[config.mk]
export PLATFORM = sky130hd
export DESIGN_NAME = sys_bus_mx_flat
export DESIGN_NICKNAME = d
export VERILOG_FILES = /design/src/rtl/sys_bus_if.sv /design/src/rtl/sys_bus_mx.sv /design/src/flat_wrapper.sv
export SDC_FILE = /design/constraint.sdc
export NUM_CORES = 1
export LEC_CHECK = 0
export BUFFER_PORTS_ARGS = -buffer_cell sky130_fd_sc_hd__buf_2
export CAP_MARGIN = 20
export CORE_AREA = 2 2 157 159
export CTS_CLUSTER_DIAMETER = 100
export DETAILED_ROUTE_END_ITERATION = 12
export DIE_AREA = 0 0 159 161
export SYNTH_ARGS = -nofsm -noshare
export SYNTH_HDL_FRONTEND = slang
export SYNTH_SLANG_ARGS = --single-unit
export TNS_END_PERCENT = 100
[constraint.sdc]
create_clock -name clk -period 2.5 [get_ports clk]
set_input_delay 0.5 -clock clk [delete_from_list [all_inputs] [get_ports clk]]
set_output_delay 0.5 -clock clk [all_outputs]
set_load 0.1 [all_outputs]
[src/rtl/sys_bus_if.sv]
// Bundled bus signals for sys_bus_mx: 'master' is the requesters' view, 'slave' is the fabric's view
// (the fabric is the slave of the masters and drives the peripheral side).
interface sys_bus_if #(
    parameter int NUM_MASTERS = 2,
    parameter int NUM_SLAVES  = 4,
    parameter int ADDR_W      = 32,
    parameter int DATA_W      = 32
);
    logic [NUM_MASTERS-1:0]        m_req;
    logic [NUM_MASTERS-1:0]        m_we;
    logic [NUM_MASTERS*ADDR_W-1:0] m_adr;
    logic [NUM_MASTERS*DATA_W-1:0] m_wdata;
    logic [NUM_MASTERS*DATA_W-1:0] m_rdata;
    logic [NUM_MASTERS-1:0]        m_ack;
    logic [NUM_MASTERS-1:0]        hold_flag;
    logic [NUM_SLAVES-1:0]         s_sel;
    logic [NUM_SLAVES-1:0]         s_we;
    logic [ADDR_W-1:0]             s_adr;
    logic [DATA_W-1:0]             s_wdata;
    logic [NUM_SLAVES*DATA_W-1:0]  s_rdata;
    logic                          bus_busy;

    modport master (
        output m_req, m_we, m_adr, m_wdata,
        input  m_rdata, m_ack, hold_flag
    );

    modport slave (
        input  m_req, m_we, m_adr, m_wdata, s_rdata,
        output m_rdata, m_ack, hold_flag, s_sel, s_we, s_adr, s_wdata, bus_busy
    );
endinterface

[src/rtl/sys_bus_mx.sv]
// Multi-master / multi-slave system bus: arbitrate, decode, one ADDR cycle then one RESP (ack) cycle.
// Optional SYS_BUS_RR_EN selects round-robin arbitration; default is fixed priority (master 0 first).
//
// state | meaning
// IDLE  | no transfer in flight, waiting for any request
// ADDR  | granted master's address/data on the slave side, read data captured
// RESP  | ack + read data to granted master, re-arbitrate for back-to-back
module sys_bus_mx #(
    parameter int NUM_MASTERS = 2,
    parameter int NUM_SLAVES  = 4,
    parameter int ADDR_W      = 32,
    parameter int DATA_W      = 32,
    parameter int SEL_LSB     = 28,
    parameter int SEL_W       = 4
) (
    input logic     clk,
    input logic     rst,
    sys_bus_if.slave bus
);
    localparam int GW = (NUM_MASTERS > 1) ? $clog2(NUM_MASTERS) : 1;

    typedef enum logic [1:0] {IDLE, ADDR, RESP} state_t;

    state_t                  state_q, state_d;
    logic [GW-1:0]           grant_q, grant_d, arb_idx;
    logic                    arb_found;
    logic [NUM_MASTERS-1:0]  arb_req;
    logic [DATA_W-1:0]       rdata_q, rdata_d, cap_data;
    logic [ADDR_W-1:0]       adr_g;
    logic [DATA_W-1:0]       wdata_g;
    logic                    we_g;
    logic [SEL_W-1:0]        sel_idx;
    logic [NUM_SLAVES-1:0]   sel_hit;
    logic [NUM_MASTERS-1:0]  ack;
    logic [NUM_MASTERS*DATA_W-1:0] m_rdata_c;
    logic [NUM_SLAVES-1:0]   s_sel_c, s_we_c;
    logic [ADDR_W-1:0]       s_adr_c;
    logic [DATA_W-1:0]       s_wdata_c;
    logic                    busy_c;

    always_comb begin
        adr_g   = '0;
        wdata_g = '0;
        we_g    = 1'b0;
        for (int i = 0; i < NUM_MASTERS; i++) begin
            if (grant_q == GW'(i)) begin
                adr_g   = bus.m_adr[i*ADDR_W +: ADDR_W];
                wdata_g = bus.m_wdata[i*DATA_W +: DATA_W];
                we_g    = bus.m_we[i];
            end
        end
    end

    assign sel_idx = adr_g[SEL_LSB +: SEL_W];

    // Unmapped selects match no slave, so they read back zero and strobe nothing.
    always_comb begin
        sel_hit  = '0;
        cap_data = '0;
        for (int j = 0; j < NUM_SLAVES; j++) begin
            sel_hit[j] = (sel_idx == SEL_W'(j));
            if (sel_hit[j] && !we_g) begin
                cap_data = bus.s_rdata[j*DATA_W +: DATA_W];
            end
        end
    end

    // The master being acked is excluded so its still-held request is not served twice.
    always_comb begin
        arb_req = bus.m_req;
        if (state_q == RESP) begin
            for (int i = 0; i < NUM_MASTERS; i++) begin
                if (grant_q == GW'(i)) begin
                    arb_req[i] = 1'b0;
                end
            end
        end
    end

`ifdef SYS_BUS_RR_EN
    logic [GW-1:0] last_q, idx_hi, idx_lo;
    logic          found_hi, found_lo, grant_load;

    always_comb begin
        found_hi = 1'b0;
        found_lo = 1'b0;
        idx_hi   = '0;
        idx_lo   = '0;
        for (int i = NUM_MASTERS - 1; i >= 0; i--) begin
            if (arb_req[i]) begin
                if (GW'(i) > last_q) begin
                    found_hi = 1'b1;
                    idx_hi   = GW'(i);
                end else begin
                    found_lo = 1'b1;
                    idx_lo   = GW'(i);
                end
            end
        end
        arb_found = found_hi | found_lo;
        arb_idx   = found_hi ? idx_hi : idx_lo;
    end

    assign grant_load = arb_found && (state_q != ADDR);

    always_ff @(posedge clk) begin
        if (rst) begin
            last_q <= '0;
        end else if (grant_load) begin
            last_q <= arb_idx;
        end
    end
`else
    always_comb begin
        arb_found = 1'b0;
        arb_idx   = '0;
        for (int i = NUM_MASTERS - 1; i >= 0; i--) begin
            if (arb_req[i]) begin
                arb_found = 1'b1;
                arb_idx   = GW'(i);
            end
        end
    end
`endif

    always_ff @(posedge clk) begin
        if (rst) begin
            state_q <= IDLE;
            grant_q <= '0;
            rdata_q <= '0;
        end else begin
            state_q <= state_d;
            grant_q <= grant_d;
            rdata_q <= rdata_d;
        end
    end

    always_comb begin
        state_d = state_q;
        grant_d = grant_q;
        rdata_d = rdata_q;
        case (state_q)
            IDLE: begin
                if (arb_found) begin
                    grant_d = arb_idx;
                    state_d = ADDR;
                end
            end
            ADDR: begin
                rdata_d = cap_data;
                state_d = RESP;
            end
            RESP: begin
                if (arb_found) begin
                    grant_d = arb_idx;
                    state_d = ADDR;
                end else begin
                    state_d = IDLE;
                end
            end
            default: state_d = IDLE;
        endcase
    end

    // Outputs are forced quiet while rst is high so an aborted transfer never strobes.
    always_comb begin
        ack       = '0;
        m_rdata_c = '0;
        s_sel_c   = '0;
        s_we_c    = '0;
        s_adr_c   = '0;
        s_wdata_c = '0;
        busy_c    = 1'b0;
        if (!rst) begin
            busy_c = (state_q != IDLE);
            if (state_q == ADDR) begin
                s_sel_c   = sel_hit;
                s_we_c    = sel_hit & {NUM_SLAVES{we_g}};
                s_adr_c   = adr_g;
                s_wdata_c = wdata_g;
            end
            if (state_q == RESP) begin
                for (int i = 0; i < NUM_MASTERS; i++) begin
                    if (grant_q == GW'(i)) begin
                        ack[i]                         = 1'b1;
                        m_rdata_c[i*DATA_W +: DATA_W] = rdata_q;
                    end
                end
            end
        end
    end

    assign bus.m_ack     = ack;
    assign bus.m_rdata   = m_rdata_c;
    assign bus.hold_flag = bus.m_req & ~ack;
    assign bus.s_sel     = s_sel_c;
    assign bus.s_we      = s_we_c;
    assign bus.s_adr     = s_adr_c;
    assign bus.s_wdata   = s_wdata_c;
    assign bus.bus_busy  = busy_c;
endmodule

[src/flat_wrapper.sv]
// flat-port wrapper written by rule: the top's interface ports become plain ports
module sys_bus_mx_flat 
#(
    parameter int NUM_MASTERS = 2,
    parameter int NUM_SLAVES  = 4,
    parameter int ADDR_W      = 32,
    parameter int DATA_W      = 32,
    parameter int SEL_LSB     = 28,
    parameter int SEL_W       = 4
)
  (clk, rst, bus_m_req, bus_m_we, bus_m_adr, bus_m_wdata, bus_s_rdata, bus_m_rdata, bus_m_ack, bus_hold_flag, bus_s_sel, bus_s_we, bus_s_adr, bus_s_wdata, bus_bus_busy);
  sys_bus_if #(.NUM_MASTERS(NUM_MASTERS), .NUM_SLAVES(NUM_SLAVES), .ADDR_W(ADDR_W), .DATA_W(DATA_W)) bus_i ();
  input logic clk;
  input logic rst;
  input wire logic [$bits(bus_i.m_req)-1:0] bus_m_req;
  input wire logic [$bits(bus_i.m_we)-1:0] bus_m_we;
  input wire logic [$bits(bus_i.m_adr)-1:0] bus_m_adr;
  input wire logic [$bits(bus_i.m_wdata)-1:0] bus_m_wdata;
  input wire logic [$bits(bus_i.s_rdata)-1:0] bus_s_rdata;
  output wire logic [$bits(bus_i.m_rdata)-1:0] bus_m_rdata;
  output wire logic [$bits(bus_i.m_ack)-1:0] bus_m_ack;
  output wire logic [$bits(bus_i.hold_flag)-1:0] bus_hold_flag;
  output wire logic [$bits(bus_i.s_sel)-1:0] bus_s_sel;
  output wire logic [$bits(bus_i.s_we)-1:0] bus_s_we;
  output wire logic [$bits(bus_i.s_adr)-1:0] bus_s_adr;
  output wire logic [$bits(bus_i.s_wdata)-1:0] bus_s_wdata;
  output wire logic [$bits(bus_i.bus_busy)-1:0] bus_bus_busy;
  assign bus_i.m_req = bus_m_req;
  assign bus_i.m_we = bus_m_we;
  assign bus_i.m_adr = bus_m_adr;
  assign bus_i.m_wdata = bus_m_wdata;
  assign bus_i.s_rdata = bus_s_rdata;
  assign bus_m_rdata = bus_i.m_rdata;
  assign bus_m_ack = bus_i.m_ack;
  assign bus_hold_flag = bus_i.hold_flag;
  assign bus_s_sel = bus_i.s_sel;
  assign bus_s_we = bus_i.s_we;
  assign bus_s_adr = bus_i.s_adr;
  assign bus_s_wdata = bus_i.s_wdata;
  assign bus_bus_busy = bus_i.bus_busy;
  sys_bus_mx #(.NUM_MASTERS(NUM_MASTERS), .NUM_SLAVES(NUM_SLAVES), .ADDR_W(ADDR_W), .DATA_W(DATA_W), .SEL_LSB(SEL_LSB), .SEL_W(SEL_W)) u_core (.clk(clk), .rst(rst), .bus(bus_i));
endmodule
== Word-level counts from Yosys, hierarchy flattened ==
Index checks and enable logic that the tools add are counted.

* Bitwise logic cells: 3
* Reductions and logical operators: 10
* Multiplexer cells: 33
* Equal/unequal tests: 6

{| class="wikitable"
|+ Operators with widths
! kind !! count
|-
| $mux W32 || 12
|-
| $mux W64 || 2
|-
| $mux W4 || 4
|-
| $mux W1 || 10
|-
| $eq A4 B2 Y1 const B || 2
|-
| $mux W2 || 4
|-
| $pmux W2 S3 || 1
|-
| $and A4 B4 Y4 || 1
|-
| $eq A4 B1 Y1 const B || 1
|-
| $logic_and A1 B1 Y1 || 4
|-
| $logic_not A4 Y1 || 1
|-
| $and A2 B2 Y2 || 1
|-
| $eq A2 B1 Y1 const B || 1
|-
| $eq A2 B2 Y1 const B || 1
|-
| $logic_not A2 Y1 || 1
|-
| $ne A2 B1 Y1 const B || 1
|-
| $not A2 Y2 || 1
|-
| $reduce_and A2 Y1 || 1
|-
| $reduce_bool A2 Y1 || 1
|-
| $reduce_or A2 Y1 || 1
|-
| $logic_not A1 Y1 || 1
|}

* Flip-flop bits (word level): 35

== Logic depth before layout (Yosys ltp) ==
Gate-level depths: netlist of the first run.

* Depth after elaboration: 7
* Depth in mapped cells: 8

== Worst setup path before layout of the first run ==
Ideal clock, no wire load.

* Kind: in2out
* Start: input bus_m_adr[62]
* End: output bus_s_we[3]
* Path slack: -1.322 ns
* Cell stages on the path: 6
* Arrival: 3.322 ns
* Cell sequence: nor2_1 -> a21o_1 -> buf_6 -> buf_4 -> nand2_1 -> nor3_1

* Longest elaborated chain between the ends: 5

{| class="wikitable"
|+ RTL lines
! element !! line !! RTL
|-
| start: declaration || flat_wrapper.sv:17 || <nowiki>input wire logic [$bits(bus_i.m_adr)-1:0] bus_m_adr;</nowiki>
|-
| $mux W32 || sys_bus_mx.sv:46 || <nowiki>if (grant_q == GW'(i)) begin</nowiki>
|-
| $eq A4 B2 Y1 || sys_bus_mx.sv:61 || <nowiki>sel_hit[j] = (sel_idx == SEL_W'(j));</nowiki>
|-
| $and A4 B4 Y4 || sys_bus_mx.sv:178 || <nowiki>s_we_c = sel_hit & {NUM_SLAVES{we_g}};</nowiki>
|-
| $mux W4 || sys_bus_mx.sv:176 || <nowiki>if (state_q == ADDR) begin</nowiki>
|-
| $mux W4 || sys_bus_mx.sv:174 || <nowiki>if (!rst) begin</nowiki>
|-
| end: declaration || flat_wrapper.sv:24 || <nowiki>output wire logic [$bits(bus_i.s_we)-1:0] bus_s_we;</nowiki>
|}

No other way between the ends.

== Final worst setup path of the first run ==
* Start: register u_core.state_q[1]
* End: output bus_s_wdata[17]

* Longest elaborated chain between the ends: 3

{| class="wikitable"
|+ RTL lines
! element !! line !! RTL
|-
| start: declaration || sys_bus_mx.sv:24 || <nowiki>state_t state_q, state_d;</nowiki>
|-
| start signal: assignment || sys_bus_mx.sv:132 || <nowiki>state_q <= state_d;</nowiki>
|-
| $eq A2 B1 Y1 || sys_bus_mx.sv:176 ||
|-
| $mux W32 || sys_bus_mx.sv:176 ||
|-
| $mux W32 || sys_bus_mx.sv:174 ||
|-
| end: declaration || flat_wrapper.sv:26 || <nowiki>output wire logic [$bits(bus_i.s_wdata)-1:0] bus_s_wdata;</nowiki>
|}

No other way between the ends.

==> impl_results.md, run 1 <==
* Run status: complete, no violations
* Syn nets at 861
* Area occupied by multi-input gates at 3650 um^2
* Switching Fraction at 43.9%
* Wire per inst at 19.0 um
* Synth Register Bits at 35
* P&R area growth vs syn at 102%
* Initial antenna violation count at 3
* Clock Latency Late Sink at 0.28 ns
* Clock Tree Root: clkbuf_16
* Synthesized area at 4590 um^2
* Hold Slack at 0.461 ns
* Longest Clk Path Bufs at 2
* CP arrival at 1.88 ns
* Worst Skew at 0.00308 ns
* CP cell instances: nand2b_2 > or2_2 > buf_12 > nor2_1 > buf_12
* CTS tree: built
* Worst vdd ir at 180 uV
* Clk sinks at 35
* Routed WL at 24,500 um
* Post-synthesis sequential area ratio at 15.3%
* Fraction of layout cells with a size suffix above 1 at 60.1%
* Core area at 24,000 um^2
* Comb pwr share at 55.1%
* Die width at 159 um
* Critical path depth at 5
* CTS buffer count at 5
* Starting Density at 19.1%
* Hold path depth at 2
* Post-Syn Instances at 599
* Worst-Margin Slew at 0.788 ns
* Avg Inst Size Synth at 7.66 um^2
* P_sw at 1.28 mW
* Routed Antenna Nets at 0
* Kind of critical path: reg2out
* Largest area contributor in the netlist: nor2_1
* DP Worst Slack at 0.0409 ns
* GPL Wtd Cong at 0.818
* Gr ovfl total at 0
* CP top delay family: simple AND/OR/NAND/NOR gates
* DR vias/cell at 4.58
* DRT iter0 DRCs at 237
* Total Routing Usage GR at 18.4%
* CTS hold repair buffers at 0
* Internal cell power at 1.63 mW
* Worst r2r path cells at 5
* Most frequent cells in the layout: buf_2, nor2_1, buf_12, mux2i_1, and2_2
* Achievable Freq at 421 MHz
* Tmin final at 2.38 ns
* Max cap viols at 0
* Vias in the first global route at 5,926
* Finish-stage setup viols at 0
* Hold Vio Cnt, Final at 0
* Synth cell types at 40
* Final std cells w/o fill at 1,289
* Worst Path Required at 2.00 ns
* Seq pwr share at 22.4%
* Residual DRC count at 0
* Clock power share at 22.5%
* Period utilization at 95.1%
* Unrepaired setup endpoints after global routing: no
* Headroom to the max-slew limit at 47.5%
* Vias post-DR at 5,898
* First-pass GRT wire length at 35,800 um
* Worst setup EP type: primary output
* Filler cells at 2,402
* Hpwl dp at 19,200 um
* # diodes at 0
* Register Area at 704 um^2
* Critical Path Max Stage Delay at 0.33 ns
* Critical path startpoint category: flip-flop
* Final worst slack at 0.123 ns
* WP buf/inv at 2
* Count of warnings emitted by yosys at 0
* Final Slew Violations at 0
* Site Rows at 57
* Clk slew on worst S/H paths at 0.06 ns
* Die H at 161 um
* Yosys top cell area share at 16.7%
* Cell Pwr Density at 314 nW/um^2
* Die ar. at 25,600 um^2
* Top post-synthesis cells by area: nor2_1, dfxtp_1, mux2i_1, a221oi_2, and2_1
* Crit-path most repeated cell: buf_12
* Inst Count DP at 1,280
* Crit Path Max Fanout at 62
* Pleak at 4.05 nW
* # IOs at 403
* Slowest-stage cell, CP: nor2_1
* Most common cell after layout, fill and taps aside: buf_2
* H-tree depth at 2
* Hold Crit Class: in2reg
* Nets at 1,227
* Drt pass-1 iters at 5
* PortBufs at 402
* Largest net degree at the start of global routing at 63
==> power groups by stage <==
| stage | logic (mW) | registers, mW | clock network, mW |
|---|---|---|---|
| 6_report | 1.60 | 0.652 | 0.654 |
| 5_1_grt | 1.70 | 0.660 | 0.692 |
| 4_1_cts | 1.61 | 0.657 | 0.682 |
| 3_5_place_dp | 1.59 | 0.667 | 0 |
| 3_3_place_gp | 1.58 | 0.664 | 0 |
| 2_1_floorplan | 1.01 | 0.644 | 0 |
==> timing repair <==
action	4_1_cts	5_1_grt
endpoints found under the hold margin	0	0
setup buffers	0	1
setup endpoints to repair	4	1
resized for setup	1	0
pin swaps	0	0
cloned	1	0
==> metrics by stage <==
stage                     setup TNS, ns  area, um^2  utilization, %  power (mW)
after floorplan                  -35.37        4750               -        1.65
after global placement                0        9080            37.9        2.24
after detailed placement              0        9080            37.9        2.26
after CTS                             0        9250            38.6        2.94
after global routing                  0        9260            38.6        3.05
final                                 0        9260            38.6        2.91
==> area by class of cell <==
cell class                 count  area share [%]
tap                          324            4.38
sequential                    35            7.61
clock inverter                 1          0.0541
timing repair buffer         423            46.9
clock buffer                   6            1.50
multi-input combinational    495            39.4
inverter                       5           0.216
==> worst register-to-register path, cell delays in order (launching register included) <==
cell and delay [ns]:
dfxtp_4 0.40, nor4_4 0.33, a31oi_4 0.12, nor2_8 0.66, a221oi_1 0.26, nor4_1 0.25
==> worst paths after layout <==
check	endpoint	slack, ns	startpoint
max	bus_s_wdata[17]	0.12	u_core.state_q[1]
min	u_core.grant_q	0.46	rst
max reg2reg	u_core.rdata_q[16]	0.37	u_core.grant_q
min reg2reg	u_core.rdata_q[20]	0.54	u_core.rdata_q[20]
==> Yosys cell counts <==
library cell / number
nand4_4: 1
a221oi_1: 1
and3_1: 1
a21oi_1: 2
mux2i_1: 64
nor3_1: 4
nand2_2: 1
a32o_1: 1
buf_1: 1
nor2_1: 204
nor2_8: 1
or2_1: 1
a21oi_2: 1
or2_2: 1
nor4_4: 1
and2_1: 65
inv_1: 4
nand3_1: 1
nand2_1: 5
dfxtp_1: 35
mux2_4: 1
buf_6: 17
o22ai_1: 31
buf_4: 6
nor4_2: 31
o21ai_0: 1
o22ai_4: 1
buf_2: 17
clkbuf_1: 24
nand2b_1: 3
a221oi_2: 31
nand2b_4: 1
nor2b_1: 2
a311oi_1: 1
o22ai_2: 1
clkinv_2: 1
a22o_1: 32
nor4_1: 1
a21o_1: 1
a31oi_4: 1
==> registers in the layout (all words and copies together), names as in the netlist <==
| signal | flops |
|---|---|
| u_core.rdata_q | 32 |
| u_core.state_q | 2 |
| u_core.grant_q | 1 |
==> logic make-up after synthesis <==
kind of cell           after synthesis  synth area share (%)
AND/OR/NAND/NOR                    324                  38.0
AO/OA/AOI/OAI                      105                  22.9
flip-flops                          35                  15.3
multiplexers                        65                  14.3
buffers and inverters               70                  9.49
==> layer usage <==
metal,part of all wire (%),track usage (%)
met5,0.074,0
met2,52,34.8
met3,7.2,3.75
met4,2.2,5.08
met1,38,20.8
(Power assumes the default switching activity.)
==> inputs of run 2 (changes only) <==
PLACE_DENSITY = 0.5   (was default)
==> run 2 against run 1 <==
Compared with the run above: design area grew 0.38%; combinational power about the same; critical path depth is 1 lower; largest cell class unchanged; largest power group unchanged.
==> impl_results.md, run 2 (synthesis results as in run 1) <==
* WP buf/inv at 1 (-1)
* Most frequent cells in the layout: buf_2, nor2_1, buf_12, mux2i_1, and2_2
* Setup bufs post-CTS at 0 (unchanged)
* Cell area after layout at 9290 um^2 (+0.38%)
* Worst Skew at 0.00430 ns (+0.00122 ns)
* Starting Density at 19.1% (unchanged)
* Biggest regs: u_core.rdata_q: 32 flops, u_core.state_q: 2 flops, u_core.grant_q: 1 flops
* Reg2reg end: u_core.rdata_q[16]
* Initial antenna violation count at 3 (unchanged)
* Nets at 1,227 (unchanged)
* Core area at 24,000 um^2 (unchanged)
* Hold Vio Cnt, Final at 0 (unchanged)
* Crit Path Max Fanout at 23 (-63%)
* CTS hold repair buffers at 0 (unchanged)
* Cell Pwr Density at 314 nW/um^2 (about the same)
* Clk slew on worst S/H paths at 0.06 ns (about the same)
* Die H at 161 um (unchanged)
* Site Rows at 57 (unchanged)
* Achievable Freq at 413 MHz (-1.8%)
* Most flop-heavy register: u_core.rdata_q
* Hold path depth at 2 (unchanged)
* Finish-stage setup viols at 0 (unchanged)
* Residual DRC count at 0 (unchanged)
* Max cap viols at 0 (unchanged)
* Slowest-stage cell, CP: dfxtp_4
* Inst Count DP at 1,281 (+0.078%)
* Wire per inst at 19.1 um (+0.76%)
* Vias in the first global route at 5,816 (-1.9%)
* Run status: complete, no violations
* CP top delay family: flip-flops
* Die width at 159 um (unchanged)
* Die ar. at 25,600 um^2 (unchanged)
* Worst vdd ir at 219 uV (+22%)
* Unrepaired setup endpoints after global routing: no
* CTS buffer count at 5 (unchanged)
* Worst r2r path cells at 5 (unchanged)
* PortBufs at 402 (unchanged)
* Critical path startpoint category: flip-flop
* DR vias/cell at 4.59 (+0.35%)
* Tmin final at 2.42 ns (+0.0436 ns)
* Vias post-DR at 5,928 (+0.51%)
* HP Start: bus_m_req[0]
* Hold endpoint: u_core.grant_q
* Total Routing Usage GR at 18.3% (-0.053 points)
* Critical Path Max Stage Delay at 0.57 ns (+0.24 ns)
* Gr ovfl total at 0 (unchanged)
* Cell Area, Placed at 9110 um^2 (+0.33%)
* Kind of critical path: reg2out
* Max FFs per register at 32 (unchanged)
* Period utilization at 96.8% (+1.7 points)
* Fraction of layout cells with a size suffix above 1 at 60.1% (unchanged)
* Clock Latency Late Sink at 0.29 ns (about the same)
* Routed WL at 24,700 um (+0.92%)
* CP arrival at 1.92 ns (+0.04 ns)
* Final std cells w/o fill at 1,291 (+0.16%)
* # IOs at 403 (unchanged)
* Hold Crit Class: in2reg
* Worst R2R Setup Slack at 0.30 ns (-0.07 ns)
* GPL Wtd Cong at 0.804 (-1.7%)
* Pleak at 4.06 nW (+0.35%)
* Final worst slack at 0.0798 ns (-0.0436 ns)
* Headroom to the max-slew limit at 45.2% (-2.3 points)
* CP cell instances: mux2_8 > nand2_1 > nor2_2 > buf_12
* CTS tree: built
* Worst-Margin Slew at 0.822 ns (+0.0338 ns)
* RR Startpoint: u_core.grant_q
* DRT iter0 DRCs at 297 (+25%)
* Clk sinks at 35 (unchanged)
* P&R area growth vs syn at 103%
* Most common cell after layout, fill and taps aside: buf_2
* Hpwl dp at 19,800 um (+3.0%)
* Finished Core Util at 38.8% (+0.15 points)
* First-pass GRT wire length at 36,000 um (+0.33%)
* Drt pass-1 iters at 6 (+1)
* Worst setup EP type: primary output
* Final Slew Violations at 0 (unchanged)
* H-tree depth at 2 (unchanged)
* Longest Clk Path Bufs at 2 (unchanged)
* Worst Path Required at 2.00 ns (about the same)
* Largest net degree at the start of global routing at 51 (-19%)
* Clock Tree Root: clkbuf_16
* Routed Antenna Nets at 0 (unchanged)
* DP Worst Slack at 0.0629 ns (+0.0220 ns)
[run 2: worst max path at each step]
| stage | startpoint | to | slack, ns | cells after the start |
|---|---|---|---|---|
| 5_1_grt | u_core.grant_q | bus_m_rdata[16] | 0.007 | 5 |
| 3_5_place_dp | bus_m_adr[28] | bus_s_we[3] | 0.06 | 5 |
| 4_1_cts | u_core.grant_q | bus_s_we[3] | 0.001 | 4 |
| 3_3_place_gp | rst | bus_m_rdata[16] | 0.08 | 7 |
| 6_report | u_core.grant_q | bus_s_sel[3] | 0.08 | 4 |
| 2_1_floorplan | rst | bus_s_adr[0] | -0.56 | 5 |
[run 2: what timing repair did]
item                                    CTS  global route
endpoints found under the setup margin   15            11
cloned                                    0             1
resized for setup                         3             1
[run 2: per-layer routing]
metal	track usage, %	vias up	share of wire, %
met3	3.62	27	6.9
li1	-	2860	-
met1	21.5	2728	40
met5	0	-	0.053
met4	4.55	2	2.0
met2	34.1	311	51
[run 2: worst register-to-register path, cell delays in order, from the launching register on]
cell and delay, ns:
dfxtp_4 0.46, nor4_4 0.36, a31oi_4 0.14, nor2_8 0.66
a221oi_1 0.23, nor4_1 0.24
[run 2: per-stage QoR]
stage	setup TNS, ns	total power, mW	hold slack (ns)
after floorplan	-35.37	1.65	0.474
after global placement	0	2.26	0.526
after detailed placement	0	2.27	0.529
after CTS	0	2.96	0.465
after global routing	0	3.08	0.486
final	0	2.92	0.470
[run 2: layout make-up]
class / instances / area, um^2
Fill cell: 2414 / 14700
Timing Repair Buffer: 423 / 4360
Multi-Input combinational cell: 495 / 3660
Sequential cell: 35 / 704
Tap cell: 324 / 405
Clock buffer: 6 / 139
Inverter: 5 / 20.0
Clock inverter: 1 / 5.00
Antenna cell: 2 / 5.00
[run 2: power breakdown]
part	internal (mW)	switching [mW]	total, mW	leakage [nW]
clock network	0.390	0.270	0.661	0.0727
registers	0.608	0.0475	0.656	0.289
logic	0.638	0.967	1.60	3.70
==> inputs of run 3 (changes only) <==
MAX_ROUTING_LAYER = met4   (was default)
SKIP_LAST_GASP = 1   (was default)
==> run 3 against run 2 <==
Compared with the run above: sequential power about the same; critical path depth unchanged; cell count about the same; global-route usage is 0.53 points higher; design area hardly changed; clock power about the same; first-iteration DRC count up 1.7%; non-clock buffer count did not move; utilization hardly changed; maximum frequency barely moved; combinational power about the same; highest routed layer is now met4.
==> impl_results.md, run 3 (synthesis results as in run 1) <==
* Clock Latency Late Sink at 0.29 ns (about the same)
* Worst vdd ir at 218 uV (-0.17%)
* Most common cell after layout, fill and taps aside: buf_2
* Longest Clk Path Bufs at 2 (unchanged)
* Setup TNS at 0 ns (unchanged)
* H-tree depth at 2 (unchanged)
* Setup bufs post-CTS at 0 (unchanged)
* Crit. Startpoint: u_core.grant_q
* Routed Antenna Nets at 0 (unchanged)
* Vias post-DR at 5,919 (-0.15%)
* Wire per inst at 19.1 um (about the same)
* Unrepaired setup endpoints after global routing: no
* Clock Tree Root: clkbuf_16
* Biggest regs: u_core.rdata_q: 32 flops, u_core.state_q: 2 flops, u_core.grant_q: 1 flops
* Worst Path Required at 2.00 ns (about the same)
* Routed WL at 24,700 um (about the same)
* Cell Area, Placed at 9110 um^2 (unchanged)
* Total Routing Usage GR at 18.8% (+0.53 points)
* Nets at 1,227 (unchanged)
* Cell area after layout at 9300 um^2 (about the same)
* Headroom to the max-slew limit at 45.5% (+0.25 points)
* CTS hold repair buffers at 0 (unchanged)
* Fraction of layout cells with a size suffix above 1 at 60.1% (unchanged)
* Kind of critical path: reg2out
* Tmin final at 2.42 ns (+0.00185 ns)
* Gr ovfl total at 0 (unchanged)
* Worst-Margin Slew at 0.818 ns (-0.00377 ns)
* Hold Crit Class: in2reg
* Pleak at 4.06 nW (about the same)
* Run status: complete, no violations
* Most frequent cells in the layout: buf_2, nor2_1, buf_12, mux2i_1, and2_2
* Crit Path Max Fanout at 23 (unchanged)
* Die ar. at 25,600 um^2 (unchanged)
* Final Power at 2.92 mW (about the same)
* Final Slew Violations at 0 (unchanged)
* Hpwl dp at 19,800 um (unchanged)
* Worst setup EP type: primary output
* Max cap viols at 0 (unchanged)
* CTS tree: built
* Clk slew on worst S/H paths at 0.06 ns (about the same)
* Drt pass-1 iters at 5 (-1)
* Core area at 24,000 um^2 (unchanged)
* Achievable Freq at 413 MHz (about the same)
* # IOs at 403 (unchanged)
* Most flop-heavy register: u_core.rdata_q
* Filler cells at 2,413 (-0.041%)
* Clk sinks at 35 (unchanged)
* GPL Wtd Cong at 0.816 (+1.5%)
* P&R area growth vs syn at 103% (about the same)
* Worst Skew at 0.00497 ns (+0.000671 ns)
* DR vias/cell at 4.58 (-0.23%)
* First-pass GRT wire length at 35,900 um (-0.11%)
* RR Startpoint: u_core.grant_q
* Cell Pwr Density at 314 nW/um^2 (about the same)
* Die H at 161 um (unchanged)
* CTS buffer count at 5 (unchanged)
* Finish-stage setup viols at 0 (unchanged)
* Max FFs per register at 32 (unchanged)
* Starting Density at 19.1% (unchanged)
* Largest net degree at the start of global routing at 51 (unchanged)
* PortBufs at 402 (unchanged)
* Residual DRC count at 0 (unchanged)
* Period utilization at 96.9% (about the same)
* DRT iter0 DRCs at 302 (+1.7%)
* Site Rows at 57 (unchanged)
* HP Start: bus_m_req[0]
* Critical path startpoint category: flip-flop
* Die width at 159 um (unchanged)
* CP arrival at 1.92 ns (about the same)
* Finished Core Util at 38.8% (about the same)
* Hold Vio Cnt, Final at 0 (unchanged)
* Vias in the first global route at 5,830 (+0.24%)
* Initial antenna violation count at 3 (unchanged)
## run 3: cell count changes in the layout (fill, tap and decap cells not counted)
cell / before / now
diode_2: 2 / 3
## run 3: final timing paths
| path | slack [ns] | cells after the start | to |
|---|---|---|---|
| worst max register to register | 0.30 | 5 | u_core.rdata_q[16] |
| worst min register to register | 0.53 | 2 | u_core.rdata_q[20] |
| worst min-delay path | 0.47 | 2 | u_core.grant_q |
| worst max-delay path | 0.08 | 4 | bus_s_sel[3] |
## run 3: report_power, final
| group | leakage, nW | internal, mW | switching (mW) |
|---|---|---|---|
| clock | 0.0727 | 0.390 | 0.270 |
| combinational | 3.70 | 0.638 | 0.967 |
| sequential | 0.289 | 0.608 | 0.0481 |
## run 3: worst max-delay path: stages (launching register included)
cell and delay [ns]:
dfxtp_4 0.57, mux2_8 0.50, nand2_1 0.27, nor2_2 0.09
buf_12 0.18
## run 3: metrics by stage
| stage | hold WS, ns | instances | worst slack [ns] |
|---|---|---|---|
| floorplan | 0.474 | 599 | -0.563 |
| global placement | 0.526 | 1281 | 0.0829 |
| detailed placement | 0.529 | 1281 | 0.0629 |
| CTS | 0.465 | 1288 | 0.00105 |
| global route | 0.486 | 1292 | 0.00683 |
| finish | 0.470 | 1292 | 0.0780 |
## run 3: layer usage
metal  global-route usage (%)  wire length (um)  vias up
met4                     4.55               488        0
met1                     21.4              9840     2720
met2                     34.3             12800      311
met5                        -                 0        -
li1                         -                 -     2863
met3                     3.31              1580       25
## run 3: repair_timing
action                                  in CTS  in global routing
gates resized for setup                      3                  1
endpoints found under the setup margin      15                 11
cloned                                       0                  1
## run 3: final cells by class
| class | count | area (um^2) | share of cell area [%] |
|---|---|---|---|
| Clock buffer | 6 | 139 | 1.49 |
| Tap cell | 324 | 405 | 4.36 |
| Timing Repair Buffer | 423 | 4360 | 46.9 |
| Inverter | 5 | 20.0 | 0.215 |
| Antenna cell | 3 | 7.51 | 0.0808 |
| Clock inverter | 1 | 5.00 | 0.0538 |
| Sequential cell | 35 | 704 | 7.58 |
| Multi-Input combinational cell | 495 | 3660 | 39.3 |
